## config.mk

```make
export PLATFORM = sky130hd
export DESIGN_NAME = cam_mode_controller_flat
export DESIGN_NICKNAME = d
export VERILOG_FILES = /design/src/rtl/cam_mode_controller_if.sv /design/src/rtl/cam_mode_controller.sv /design/src/flat_wrapper.sv
export SDC_FILE = /design/constraint.sdc
export NUM_CORES = 1
export LEC_CHECK = 0
export BUFFER_PORTS_ARGS = -buffer_cell sky130_fd_sc_hd__buf_4
export CAP_MARGIN = 25
export CELL_PAD_IN_SITES_DETAIL_PLACEMENT = 0
export CELL_PAD_IN_SITES_GLOBAL_PLACEMENT = 1
export CORE_MARGIN = 3
export CORE_UTILIZATION = 45
export CTS_BUF_LIST = sky130_fd_sc_hd__clkbuf_4 sky130_fd_sc_hd__clkbuf_8 sky130_fd_sc_hd__clkbuf_16
export CTS_CLUSTER_SIZE = 10
export DETAILED_ROUTE_END_ITERATION = 16
export GPL_TIMING_DRIVEN = 0
export PLACE_DENSITY_LB_ADDON = 0.12
export SLEW_MARGIN = 25
export SYNTH_ARGS = -nofsm -noshare
export SYNTH_HDL_FRONTEND = slang
export SYNTH_SLANG_ARGS = --single-unit
```

## constraint.sdc

```tcl
create_clock -name clk_50 -period 5.4 [get_ports clk_50]
set_input_delay 1.08 -clock clk_50 [delete_from_list [all_inputs] [get_ports clk_50]]
set_output_delay 1.08 -clock clk_50 [all_outputs]
set_load 0.005 [all_outputs]
```

## src/rtl/cam_mode_controller_if.sv

```systemverilog
// Purpose: bundles the IR/camera inputs and mode/drive outputs of cam_mode_controller.
// Latency: none, signal container only.
// Backpressure: none, all signals are level-sampled every cycle.
interface cam_mode_controller_if #(
  parameter int CMD_W = 8
);
  logic [CMD_W-1:0] ir_button;
  logic [2:0]       cam_direction;
  logic [1:0]       speed;
  logic             orange_detected;
  logic [2:0]       ir_drive;
  logic [1:0]       state;
  logic [1:0]       cam_state;
  logic [2:0]       drive_state;
  logic             mode_reset;
  logic             search_timeout;

  modport master (
    output ir_button, cam_direction, speed, orange_detected, ir_drive,
    input  state, cam_state, drive_state, mode_reset, search_timeout
  );

  modport slave (
    input  ir_button, cam_direction, speed, orange_detected, ir_drive,
    output state, cam_state, drive_state, mode_reset, search_timeout
  );
endinterface

```

## src/rtl/cam_mode_controller.sv

```systemverilog
// Purpose: debounced IR command filter, IDLE/CAM/IR mode FSM, CAM SEARCH/FOLLOW/PAUSE sub-FSM, drive select.
// Latency: command visible CMD_HOLD cycles after first presentation; detection/lost/timeout effects 1 cycle, all outputs registered.
// Backpressure: none, inputs sampled every cycle. Optional macro CAM_SEARCH_TIMEOUT_EN enables the SEARCH timeout.
module cam_mode_controller #(
  parameter int               CMD_W          = 8,
  parameter logic [CMD_W-1:0] CMD_CAM        = 8'h0F,
  parameter logic [CMD_W-1:0] CMD_IR         = 8'h13,
  parameter logic [CMD_W-1:0] CMD_IDLE       = 8'h10,
  parameter int               CMD_HOLD       = 4,
  parameter int               LOST_HOLD      = 16,
  parameter int               SEARCH_TIMEOUT = 1000
) (
  input logic                  clk_50,
  input logic                  reset_n,
  cam_mode_controller_if.slave bus
);

  localparam int CNT_W  = $clog2(CMD_HOLD + 1);
  localparam int LOST_W = $clog2(LOST_HOLD + 1);

  typedef enum logic [1:0] {ST_IDLE = 2'b00, ST_CAM = 2'b01, ST_IR = 2'b10} mode_e;
  typedef enum logic [1:0] {CS_SEARCH = 2'b00, CS_FOLLOW = 2'b01, CS_PAUSE = 2'b11} cam_e;

  localparam logic [2:0] DRV_STOP   = 3'b000;
  localparam logic [2:0] DRV_LEFT   = 3'b001;
  localparam logic [2:0] DRV_RIGHT  = 3'b010;
  localparam logic [2:0] DRV_SLOW   = 3'b011;
  localparam logic [2:0] DRV_MEDIUM = 3'b100;
  localparam logic [2:0] DRV_FAST   = 3'b101;

  logic [CMD_W-1:0]  last_code;
  logic [CNT_W-1:0]  cmd_cnt, cmd_cnt_nxt;
  logic              accept;
  mode_e             state_q, state_nxt;
  cam_e              cam_q, cam_nxt;
  logic [2:0]        drive_q, drive_nxt;
  logic              mode_reset_q, mode_reset_nxt;
  logic [LOST_W-1:0] lost_cnt, lost_nxt;

`ifdef CAM_SEARCH_TIMEOUT_EN
  localparam int SRCH_W = $clog2(SEARCH_TIMEOUT + 1);
  logic [SRCH_W-1:0] srch_cnt, srch_nxt;
  logic              timeout_q, timeout_nxt;
`else
  logic unused_search_timeout;
  assign unused_search_timeout = (SEARCH_TIMEOUT > 0);
`endif

  // Camera steering in FOLLOW: sideways turns, or speed-graded forward when target is ahead.
  function automatic logic [2:0] follow_drive(input logic [2:0] dir, input logic [1:0] spd);
    logic [2:0] d;
    d = DRV_STOP;
    case (dir)
      3'b001: d = DRV_LEFT;
      3'b010: d = DRV_RIGHT;
      3'b011: begin
        case (spd)
          2'b00:   d = DRV_SLOW;
          2'b01:   d = DRV_MEDIUM;
          2'b10:   d = DRV_FAST;
          default: d = DRV_STOP;
        endcase
      end
      default: d = DRV_STOP;
    endcase
    return d;
  endfunction

  // Command filter: count consecutive identical codes, accept a known code exactly once when the count hits CMD_HOLD.
  always_comb begin
    cmd_cnt_nxt = cmd_cnt;
    accept      = 1'b0;
    if (bus.ir_button != last_code)
      cmd_cnt_nxt = CNT_W'(1);
    else if (cmd_cnt != CNT_W'(CMD_HOLD))
      cmd_cnt_nxt = cmd_cnt + CNT_W'(1);
    // A saturated counter on an unchanged code means it was already accepted.
    if ((cmd_cnt_nxt == CNT_W'(CMD_HOLD)) &&
        !((bus.ir_button == last_code) && (cmd_cnt == CNT_W'(CMD_HOLD))) &&
        ((bus.ir_button == CMD_CAM) || (bus.ir_button == CMD_IR) || (bus.ir_button == CMD_IDLE)))
      accept = 1'b1;
  end

  // Mode and CAM sub-state next-state, drive select and change pulse; accepted command has top priority.
  always_comb begin
    state_nxt = state_q;
    cam_nxt   = cam_q;
    lost_nxt  = lost_cnt;
    drive_nxt = drive_q;
`ifdef CAM_SEARCH_TIMEOUT_EN
    srch_nxt    = srch_cnt;
    timeout_nxt = timeout_q;
`endif
    if (accept) begin
      if (bus.ir_button == CMD_CAM) begin
        state_nxt = ST_CAM;
        cam_nxt   = CS_SEARCH;
        lost_nxt  = '0;
`ifdef CAM_SEARCH_TIMEOUT_EN
        srch_nxt    = '0;
        timeout_nxt = 1'b0;
`endif
      end else if (bus.ir_button == CMD_IR) begin
        state_nxt = ST_IR;
        cam_nxt   = CS_PAUSE;
      end else begin
        state_nxt = ST_IDLE;
        cam_nxt   = CS_PAUSE;
      end
    end else if (state_q == ST_CAM) begin
      case (cam_q)
        CS_SEARCH: begin
          if (bus.orange_detected) begin
            cam_nxt  = CS_FOLLOW;
            lost_nxt = '0;
`ifdef CAM_SEARCH_TIMEOUT_EN
            srch_nxt = '0;
          end else if (srch_cnt == SRCH_W'(SEARCH_TIMEOUT - 1)) begin
            cam_nxt     = CS_PAUSE;
            srch_nxt    = '0;
            timeout_nxt = 1'b1;
          end else begin
            srch_nxt = srch_cnt + SRCH_W'(1);
`endif
          end
        end
        CS_FOLLOW: begin
          if (bus.orange_detected) begin
            lost_nxt = '0;
          end else if (lost_cnt == LOST_W'(LOST_HOLD - 1)) begin
            cam_nxt  = CS_SEARCH;
            lost_nxt = '0;
`ifdef CAM_SEARCH_TIMEOUT_EN
            srch_nxt = '0;
`endif
          end else begin
            lost_nxt = lost_cnt + LOST_W'(1);
          end
        end
        default: ;
      endcase
    end

    // Drive follows the state being entered; FOLLOW without detection keeps its last command.
    case (state_nxt)
      ST_IR:  drive_nxt = (bus.ir_drive > DRV_FAST) ? DRV_STOP : bus.ir_drive;
      ST_CAM: begin
        case (cam_nxt)
          CS_SEARCH: drive_nxt = DRV_RIGHT;
          CS_FOLLOW: if (bus.orange_detected)
                       drive_nxt = follow_drive(bus.cam_direction, bus.speed);
          default:   drive_nxt = DRV_STOP;
        endcase
      end
      default: drive_nxt = DRV_STOP;
    endcase

    mode_reset_nxt = (state_nxt != state_q) || (cam_nxt != cam_q);
  end

  // Registered filter, FSM state and outputs.
  always_ff @(posedge clk_50 or negedge reset_n) begin
    if (!reset_n) begin
      last_code    <= '0;
      cmd_cnt      <= '0;
      state_q      <= ST_IDLE;
      cam_q        <= CS_PAUSE;
      drive_q      <= DRV_STOP;
      mode_reset_q <= 1'b0;
      lost_cnt     <= '0;
    end else begin
      last_code    <= bus.ir_button;
      cmd_cnt      <= cmd_cnt_nxt;
      state_q      <= state_nxt;
      cam_q        <= cam_nxt;
      drive_q      <= drive_nxt;
      mode_reset_q <= mode_reset_nxt;
      lost_cnt     <= lost_nxt;
    end
  end

`ifdef CAM_SEARCH_TIMEOUT_EN
  // SEARCH cycle counter and sticky timeout flag.
  always_ff @(posedge clk_50 or negedge reset_n) begin
    if (!reset_n) begin
      srch_cnt  <= '0;
      timeout_q <= 1'b0;
    end else begin
      srch_cnt  <= srch_nxt;
      timeout_q <= timeout_nxt;
    end
  end
  assign bus.search_timeout = timeout_q;
`else
  assign bus.search_timeout = 1'b0;
`endif

  assign bus.state       = state_q;
  assign bus.cam_state   = cam_q;
  assign bus.drive_state = drive_q;
  assign bus.mode_reset  = mode_reset_q;

endmodule

```

## src/flat_wrapper.sv

```systemverilog
// flat-port wrapper written by rule: the top's interface ports become plain ports
module cam_mode_controller_flat 
#(
  parameter int               CMD_W          = 8,
  parameter logic [CMD_W-1:0] CMD_CAM        = 8'h0F,
  parameter logic [CMD_W-1:0] CMD_IR         = 8'h13,
  parameter logic [CMD_W-1:0] CMD_IDLE       = 8'h10,
  parameter int               CMD_HOLD       = 4,
  parameter int               LOST_HOLD      = 16,
  parameter int               SEARCH_TIMEOUT = 1000
)
  (clk_50, reset_n, bus_ir_button, bus_cam_direction, bus_speed, bus_orange_detected, bus_ir_drive, bus_state, bus_cam_state, bus_drive_state, bus_mode_reset, bus_search_timeout);
  cam_mode_controller_if #(.CMD_W(CMD_W)) bus_i ();
  input logic clk_50;
  input logic reset_n;
  input wire logic [$bits(bus_i.ir_button)-1:0] bus_ir_button;
  input wire logic [$bits(bus_i.cam_direction)-1:0] bus_cam_direction;
  input wire logic [$bits(bus_i.speed)-1:0] bus_speed;
  input wire logic [$bits(bus_i.orange_detected)-1:0] bus_orange_detected;
  input wire logic [$bits(bus_i.ir_drive)-1:0] bus_ir_drive;
  output wire logic [$bits(bus_i.state)-1:0] bus_state;
  output wire logic [$bits(bus_i.cam_state)-1:0] bus_cam_state;
  output wire logic [$bits(bus_i.drive_state)-1:0] bus_drive_state;
  output wire logic [$bits(bus_i.mode_reset)-1:0] bus_mode_reset;
  output wire logic [$bits(bus_i.search_timeout)-1:0] bus_search_timeout;
  assign bus_i.ir_button = bus_ir_button;
  assign bus_i.cam_direction = bus_cam_direction;
  assign bus_i.speed = bus_speed;
  assign bus_i.orange_detected = bus_orange_detected;
  assign bus_i.ir_drive = bus_ir_drive;
  assign bus_state = bus_i.state;
  assign bus_cam_state = bus_i.cam_state;
  assign bus_drive_state = bus_i.drive_state;
  assign bus_mode_reset = bus_i.mode_reset;
  assign bus_search_timeout = bus_i.search_timeout;
  cam_mode_controller #(.CMD_W(CMD_W), .CMD_CAM(CMD_CAM), .CMD_IR(CMD_IR), .CMD_IDLE(CMD_IDLE), .CMD_HOLD(CMD_HOLD), .LOST_HOLD(LOST_HOLD), .SEARCH_TIMEOUT(SEARCH_TIMEOUT)) u_core (.clk_50(clk_50), .reset_n(reset_n), .bus(bus_i));
endmodule
```

Word level (Yosys, flattened, before mapping)
Cells that the tools add are included.

storage, ports and cells
  register bits after elaboration = 24

cells by class
  $add $sub $neg = 2
  equality and inequality tests = 24
  order comparisons = 1
  reductions and logical operators = 13
  mux-type cells = 26

operators with widths
  kind                                                              number
  5-bit 2-to-1 mux                                                  6
  2-bit 2-to-1 mux                                                  9
  3-bit one-hot mux with 3 select lines                             2
  8-bit by 5-bit == test with 1-bit output (second input constant)  2
  3-bit 2-to-1 mux                                                  4
  3-bit one-hot mux with 2 select lines                             2
  2-bit by 1-bit == test with 1-bit output (second input constant)  5
  5-bit one-hot mux with 2 select lines                             1
  8-bit by 4-bit == test with 1-bit output (second input constant)  1
  8-bit == test                                                     1
  8-bit inequality test                                             1
  3-bit by 2-bit == test with 1-bit output (second input constant)  2
  3-bit == test (second input constant)                             2
  2-bit logical NOT                                                 3
  3-bit inequality test (second input constant)                     2
  5-bit by 1-bit adder with 5-bit output (second input constant)    1
  5-bit by 4-bit == test with 1-bit output (second input constant)  1
  2-bit == test (second input constant)                             2
  2-bit inequality test                                             2
  2-bit one-hot mux with 2 select lines                             1
  4-bit AND reduction                                               1
  3-bit by 1-bit adder with 3-bit output (second input constant)    1
  3-bit by 1-bit == test with 1-bit output (second input constant)  1
  3-bit greater-than comparator (second input constant)             1
  other kinds (8)                                                   12

Longest topological paths before layout
Gate-level depths: netlist of the first run.

  depth in word-level cells = 11
  depth in mapped cells = 15
  mapped depth without buffers = 13

Least setup slack after synthesis of the first run
OpenSTA, ideal clock, no wires.

  path kind = input port to flip-flop
  start point = in bus_ir_button[2]
  end point = reg u_core.drive_q[0], in the netlist u_core.bus.drive_state[0]
  data required time = 5,279 ps
  library setup time = 121 ps
  buffers on the path = 2
  data arrival time = 3,540 ps
  stages on the path = 13
  path slack = 1,739 ps
  cells stage by stage = or3b_4 > or3_4 > a21oi_4 > and2_4 > buf_6 > buf_8 > mux2i_1 > ha_1 > nor2b_1 > nand4b_1 > a21oi_1 > nor2_1 > a22o_1

on the way
  longest elaborated chain between the ends = 10

ends and longest elaborated chain
  element                                                                        line                                                  RTL
  start, declared                                                                flat_wrapper.sv:16                                    input wire logic [$bits(bus_i.ir_button)-1:0] bus_ir_button;
  8-bit inequality test or 8-bit == test (tied branches)                         cam_mode_controller.sv:73, cam_mode_controller.sv:79
  3-bit 2-to-1 mux or 1-bit logical AND (tied branches)                          cam_mode_controller.sv:73, cam_mode_controller.sv:79
  3-bit == test or 1-bit logical NOT (tied branches)                             cam_mode_controller.sv:78, cam_mode_controller.sv:79
  1-bit logical AND                                                              cam_mode_controller.sv:78                             if ((cmd_cnt_nxt == CNT_W'(CMD_HOLD)) &&
  1-bit logical AND                                                              cam_mode_controller.sv:79                             !((bus.ir_button == last_code) && (cmd_cnt == CNT_W'(CMD_HOLD))) &&
  1-bit 2-to-1 mux                                                               cam_mode_controller.sv:78
  2-bit 2-to-1 mux                                                               cam_mode_controller.sv:94                             if (accept) begin
  2-bit by 1-bit == test with 1-bit output or 2-bit logical NOT (tied branches)  cam_mode_controller.sv:148                            case (cam_nxt)
  3-bit one-hot mux with 2 select lines                                          cam_mode_controller.sv:148
  3-bit one-hot mux with 2 select lines                                          cam_mode_controller.sv:145                            case (state_nxt)
  end signal, assigned                                                           cam_mode_controller.sv:176                            drive_q <= drive_nxt;
  end, declared                                                                  cam_mode_controller.sv:36                             logic [2:0] drive_q, drive_nxt;

Several ways; a longest one is shown, not always the timed one.
A chain may end at the register's enable or synchronous reset.

Worst setup path after layout of the first run
Ends and elaborated chain as after synthesis.

==> results of run 1 <==
power by group:
part           leakage, nW  total (mW)  switching [mW]  internal, mW
clock               0.0279       0.130          0.0554        0.0751
combinational        0.507      0.0462          0.0222        0.0240
sequential           0.295       0.190         0.00421         0.186
total                0.830       0.367          0.0818         0.285
final cells by class:
| type | count | share of cell area |
|---|---|---|
| Inverter | 8 | 0.0169 |
| Multi-Input combinational cell | 113 | 0.455 |
| Buffer | 3 | 0.0190 |
| Clock inverter | 1 | 0.0169 |
| Timing Repair Buffer | 26 | 0.110 |
| Sequential cell | 24 | 0.339 |
| Clock buffer | 3 | 0.0127 |
| Tap cell | 44 | 0.0310 |
cells in the mapped netlist (2+ instances only):
library cell	count	area [µm²]
a21o_2	2	17.5
nand3b_1	3	22.5
or3_1	2	12.5
and2_1	2	12.5
nor3b_1	3	22.5
ha_1	7	87.6
dfstp_2	2	52.6
nand4b_1	5	43.8
o211ai_1	2	15.0
o31ai_1	3	22.5
nor2b_1	2	12.5
nand3_1	6	30.0
a22o_1	4	35.0
nand2b_1	3	18.8
inv_1	8	30.0
dfrtp_1	22	551
a21oi_1	2	10.0
nand4_1	3	18.8
nor3_1	5	25.0
xnor2_1	9	78.8
nor2_1	11	41.3
mux2i_1	2	20.0
o21ai_0	4	20.0
nand2_1	12	45.0
worst reg2reg max path: cells and delay by family (launching register included):
family                   cells  cell delay [ns]
AND/OR/NAND/NOR              5             0.89
AO/OA/AOI/OAI                3             0.74
adder cells (fa/ha/maj)      2             0.50
flip-flops                   1             0.44
buffers and inverters        3             0.30
multiplexers                 1             0.24
layer usage:
layer / track usage / vias to the layer above / part of all wire
met4: 0.0404 / 0 / 0.013
met2: 0.304 / 39 / 0.47
met5: 0 / - / 0
li1: - / 593 / -
met3: 0.0285 / 7 / 0.060
met1: 0.233 / 553 / 0.46
sequential cells by signal, summed over array words and instances (netlist names):
name and flops:
u_core.lost_cnt 5, u_core.cmd_cnt 3, u_core.bus.cam_state 2, u_core.bus.mode_reset 1, u_core.bus.drive_state 3, u_core.last_code 8, u_core.bus.state 2
through the flow:
stage | instances | utilization | setup WS, ns | power (mW) | cell area [µm²]
after floorplan | 148 | - | 1.74 | 0.215 | 1480
after global placement | 218 | 0.561 | 1.25 | 0.238 | 1730
after detailed placement | 218 | 0.561 | 1.23 | 0.240 | 1730
after CTS | 222 | 0.578 | 1.57 | 0.370 | 1780
after global routing | 222 | 0.578 | 1.37 | 0.384 | 1780
final | 222 | 0.578 | 1.59 | 0.367 | 1780
kinds of logic after synthesis:
family | count (synthesis) | synth area share
AND/OR/NAND/NOR | 66 | 0.265
other | 1 | 0.00254
XOR/XNOR | 9 | 0.0534
adder cells (fa/ha/maj) | 7 | 0.0594
flip-flops | 24 | 0.409
multiplexers | 4 | 0.0314
buffers and inverters | 11 | 0.0433
AO/OA/AOI/OAI | 26 | 0.137
cell usage in the layout, fill, tap and decap left out, types with 3 or more instances in the layout:
| master | count |
|---|---|
| buf_4 | 27 |
| dfrtp_1 | 22 |
| nand2_1 | 12 |
| nor2_1 | 11 |
| xnor2_1 | 9 |
| inv_1 | 8 |
| ha_1 | 7 |
| nand3_1 | 6 |
| nor3_1 | 5 |
| nand4b_1 | 5 |
| o21ai_0 | 4 |
| a22o_1 | 4 |
| nand4_1 | 3 |
| nand3b_1 | 3 |
| nor3b_1 | 3 |
| nand2b_1 | 3 |
| o31ai_1 | 3 |
| clkbuf_4 | 3 |
worst paths after layout:
check                                          start                        end  slack [ns]  cells after the start
min                        u_core.bus.drive_state[2]  u_core.bus.drive_state[2]        0.52                      1
max in group asynchronous                    reset_n    u_core.bus.cam_state[1]        4.48                      1
min reg2reg                u_core.bus.drive_state[2]  u_core.bus.drive_state[2]        0.52                      1
max                                 bus_ir_button[2]  u_core.bus.drive_state[0]        1.59                     14
max reg2reg                        u_core.cmd_cnt[0]  u_core.bus.drive_state[0]        2.17                     14
min in group asynchronous                    reset_n          u_core.cmd_cnt[1]        0.64                      1
==> out/results.tsv, run 1 <==
metric	value	unit
cts_max_path_buffers	2	
hold-worst-slack	0.521	ns
crit_fanout	10	
syn_avg_cell_area	9.97	µm²
area_growth	20.5	%
rows	20	
register_area	603	µm²
dr.pass1.iters	4	
vdd_drop_max	115	µV
hp-class	flop to flop	
drt-wirelength-per-cell	14.3	µm
synthesis.nets	174	
post-route-period-util	0.706	
die_width	63.3	µm
grt_pass1_wl	5.75	mm
yosysUniqueCellTypes	48	
finClkSkew	0.00207	ns
h-tree-depth	1	
drt_iter0_markers	52	
maxSlewHeadroom	0.597	
cts_made_buffers	3	
timing.fmax	0.262	GHz
track_usage	0.177	
cts-resized-gates	0	
gp_congestion	0.800	
multiInputGateArea	808	µm²
synth_edf_count	0	
diodes	0	
required	5.62	ns
vias	1192	
clockRootBuffer	clkbuf_4	
antenna_found_initial	0	
place_hpwl	2.46	mm
drive_above_1_share	0.270	
start_util	0.479	
netlist_area	0.00148	mm²
ys_seq_area_frac	0.409	
clock-sinks	24	
postCtsSetupBuffers	0	
cts_tree	yes	
io_buffer_count	26	
ys_seq_elements	24	
setup_tns	0	ns
grt_pass1_vias	1273	
ant_nets	0	
period_minus_slack	3.81	ns
crit_family	simple AND/OR/NAND/NOR gates	
status	complete, no violations	
criticalPathCategory	primary input to flop	
grt_remaining_overflow	0	
path_cells	buf_4 > or3b_4 > or3_4 > a21oi_4 > and2_4 > buf_6 > buf_8 > mux2i_1 > ha_1 > nor2b_1 > nand4b_1 > a21oi_1 > nor2_1 > a22o_1	
drc	0	
crit_arrival	4.03	ns
leakagePower	0.830	nW
routed_wl	3.18	mm
ys_async_sr_fraction	1.00	
cp_slowest_cell	or3b_4	
cp-end-kind	flop	
cap_violations	0	
synth_cells	148	
start_kind	primary input	
finalSetupViolCount	0	
grt_max_degree	25	
clk_pin_slew_worst_paths	0.13	ns
ios	28	
rsz0062_at_grt	no	
tightest_slew	0.603	ns
max_stage_delay	0.42	ns
path_buf_inv	3	
coreArea	0.00308	mm²
postCtsHoldBufs	0	
num-nets-final	205	
clock_latency	0.32	ns
fill_cells	276	
finalHoldViolations	0	
power_density	206	mW/mm²
die_y	63.3	µm
slew_violations	0	
ys_warn_count	0	
vias_per_cell	5.37	
die-area	0.00400	mm²
synth_ff_type	dfrtp_1	
No activity file was read; power rests on OpenSTA's default activity.
==> inputs of run 2 (changes only) <==
Settings changed: CORE_UTILIZATION 45 to 38.
Clock period 5.4 ns to 3.38 ns, I/O delays scaled along.
==> run 2 against run 1 <==
Count of clock-buffer cells in the layout rose by 1. Global-route usage shrank 2.8 points. Sequential share of layout area down 0.54 points. Clock power rose by 50%. Via count is 0.17% lower. Die area rose by 17%. Utilization is 8.8 points lower. Critical path type unchanged. Critical endpoint is now u_core.bus.drive_state[1]. Largest power group unchanged.
==> out/results.tsv, run 2 (synthesis gave the netlist of run 1 again) <==
metric	value	unit
status	complete, no violations	
timing.fmax	0.316	GHz
ant_nets	0	
track_usage	0.149	
tightest_slew	0.542	ns
power_density	317	mW/mm²
start_util	0.400	
crit_family	simple AND/OR/NAND/NOR gates	
final_cell_mix	29 x buf_4, 22 x dfrtp_1, 12 x nand2_1, 11 x nor2_1, 9 x xnor2_1	
finalHoldViolations	0	
num-nets-final	207	
vias	1190	
top_register	u_core.last_code	
vdd_drop_max	149	µV
ios	28	
crit_fanout	10	
cts_max_path_buffers	2	
layout_commonest_cell	buf_4	
power_switching_share	0.232	
switchingPower	133	µW
wl_met3	172	µm
die_width	68.3	µm
cts_made_buffers	3	
power.combinational.fraction	0.131	
diodes	0	
post-route-period-util	0.935	
r2r_cells	15	
grt_pass1_vias	1118	
total_power	573	µW
path_cells	buf_4 > or3b_4 > or3_4 > a21oi_4 > and2_4 > buf_6 > buf_8 > o21ai_1 > ha_1 > nor2b_2 > o211ai_1 > a21oi_1 > a311o_1 > a22o_1	
vias_per_cell	5.22	
grt_remaining_overflow	0	
postCtsHoldBufs	0	
wl_met2	1.50	mm
finalSetupViolCount	0	
p_int	440	µW
wl_met1	1.49	mm
setup_tns	0	ns
largest_register_ff_count	8	
reg_top3	u_core.last_code: 8 flops, u_core.lost_cnt: 5 flops	
rsz0062_at_grt	no	
pre_cts_ws	-0.407	ns
finalWorstSetupSlack	0.219	ns
required	3.54	ns
clockRootBuffer	clkbuf_8	
pwr-share-clk	0.340	
slew_violations	0	
dr.pass1.iters	4	
leakagePower	0.843	nW
pwr-share-seq	0.529	
area_growth	22.5	%
coreArea	0.00369	mm²
cp_slowest_cell	or3b_4	
io_buffer_count	26	
die-area	0.00467	mm²
criticalPathCategory	primary input to flop	
routed.top_layer	met4	
gp_congestion	0.743	
max_stage_delay	0.41	ns
clock_latency	0.27	ns
cp-end-kind	flop	
cts_tree	yes	
path_buf_inv	3	
start_kind	primary input	
hp-class	primary input to async pin	
place_hpwl	2.48	mm
drt_iter0_markers	38	
maxSlewHeadroom	0.638	
routed_wl	3.19	mm
drc	0	
clk_pin_slew_worst_paths	0.09	ns
grt_pass1_wl	5.20	mm
period_minus_slack	3.16	ns
rows	22	
grt_max_degree	25	
crit_cells	14	
drive_above_1_share	0.289	
antenna_found_initial	0	
cap_violations	0	
finClkSkew	0.00524	ns
h-tree-depth	1	
clock-sinks	24	
drt-wirelength-per-cell	14.0	µm
crit_arrival	3.33	ns
die_y	68.3	µm
run 2: worst register-to-register path, stage by stage, from the launching register on:
cell and delay [ns]:
dfrtp_1 0.42, inv_1 0.07, ha_1 0.15, nand3b_1 0.10
o21ai_0 0.13, nor3_4 0.32, and2_4 0.22, buf_6 0.11
buf_8 0.13, o21ai_1 0.10, ha_1 0.24, nor2b_2 0.17
o211ai_1 0.08, a21oi_1 0.06, a311o_1 0.34, a22o_1 0.20
run 2: area by class of cell:
cell class                 count  area [µm²]
timing repair buffer          28         210
buffer                         3        33.8
sequential                    24         603
inverter                       8        30.0
tap                           48        60.1
clock buffer                   4        55.1
multi-input combinational    113         815
fill                         379        1880
run 2: stage by stage:
step / cells / hold WS [ns] / instance area, µm² / utilization
after floorplan: 148 / 0.380 / 1480 / -
after global placement: 222 / 0.496 / 1730 / 0.469
after detailed placement: 222 / 0.507 / 1730 / 0.469
after CTS: 226 / 0.300 / 1790 / 0.486
after global routing: 228 / 0.305 / 1810 / 0.490
final: 228 / 0.296 / 1810 / 0.490
run 2: routing by layer:
metal	global-route usage	vias up
met5	0	-
met4	0.0521	0
met3	0.0263	4
met2	0.241	32
met1	0.198	564
li1	-	590
run 2: worst paths after layout:
kind | startpoint | end | slack (ns)
max | bus_ir_button[2] | u_core.bus.drive_state[1] | 0.22
min in group clk_50 | u_core.bus.drive_state[1] | u_core.bus.drive_state[1] | 0.52
max in group asynchronous | reset_n | u_core.bus.cam_state[1] | 2.80
min reg2reg | u_core.bus.drive_state[1] | u_core.bus.drive_state[1] | 0.52
max reg2reg | u_core.cmd_cnt[0] | u_core.bus.drive_state[1] | 0.43
min | reset_n | u_core.bus.mode_reset | 0.30
run 2: power by group through the flow:
stage                     Clock [mW]  Combinational, mW  Sequential [mW]
after floorplan                    0             0.0356            0.308
after global placement             0             0.0724            0.309
after detailed placement           0             0.0748            0.309
after CTS                      0.204             0.0753            0.304
after global routing           0.214             0.0835            0.305
final                          0.195             0.0750            0.304
run 2: what timing repair did:
action                     CTS  global route
setup endpoints to repair    3             3
buffers inserted             0             2
resized for setup            2             1
pin swaps                    0             1
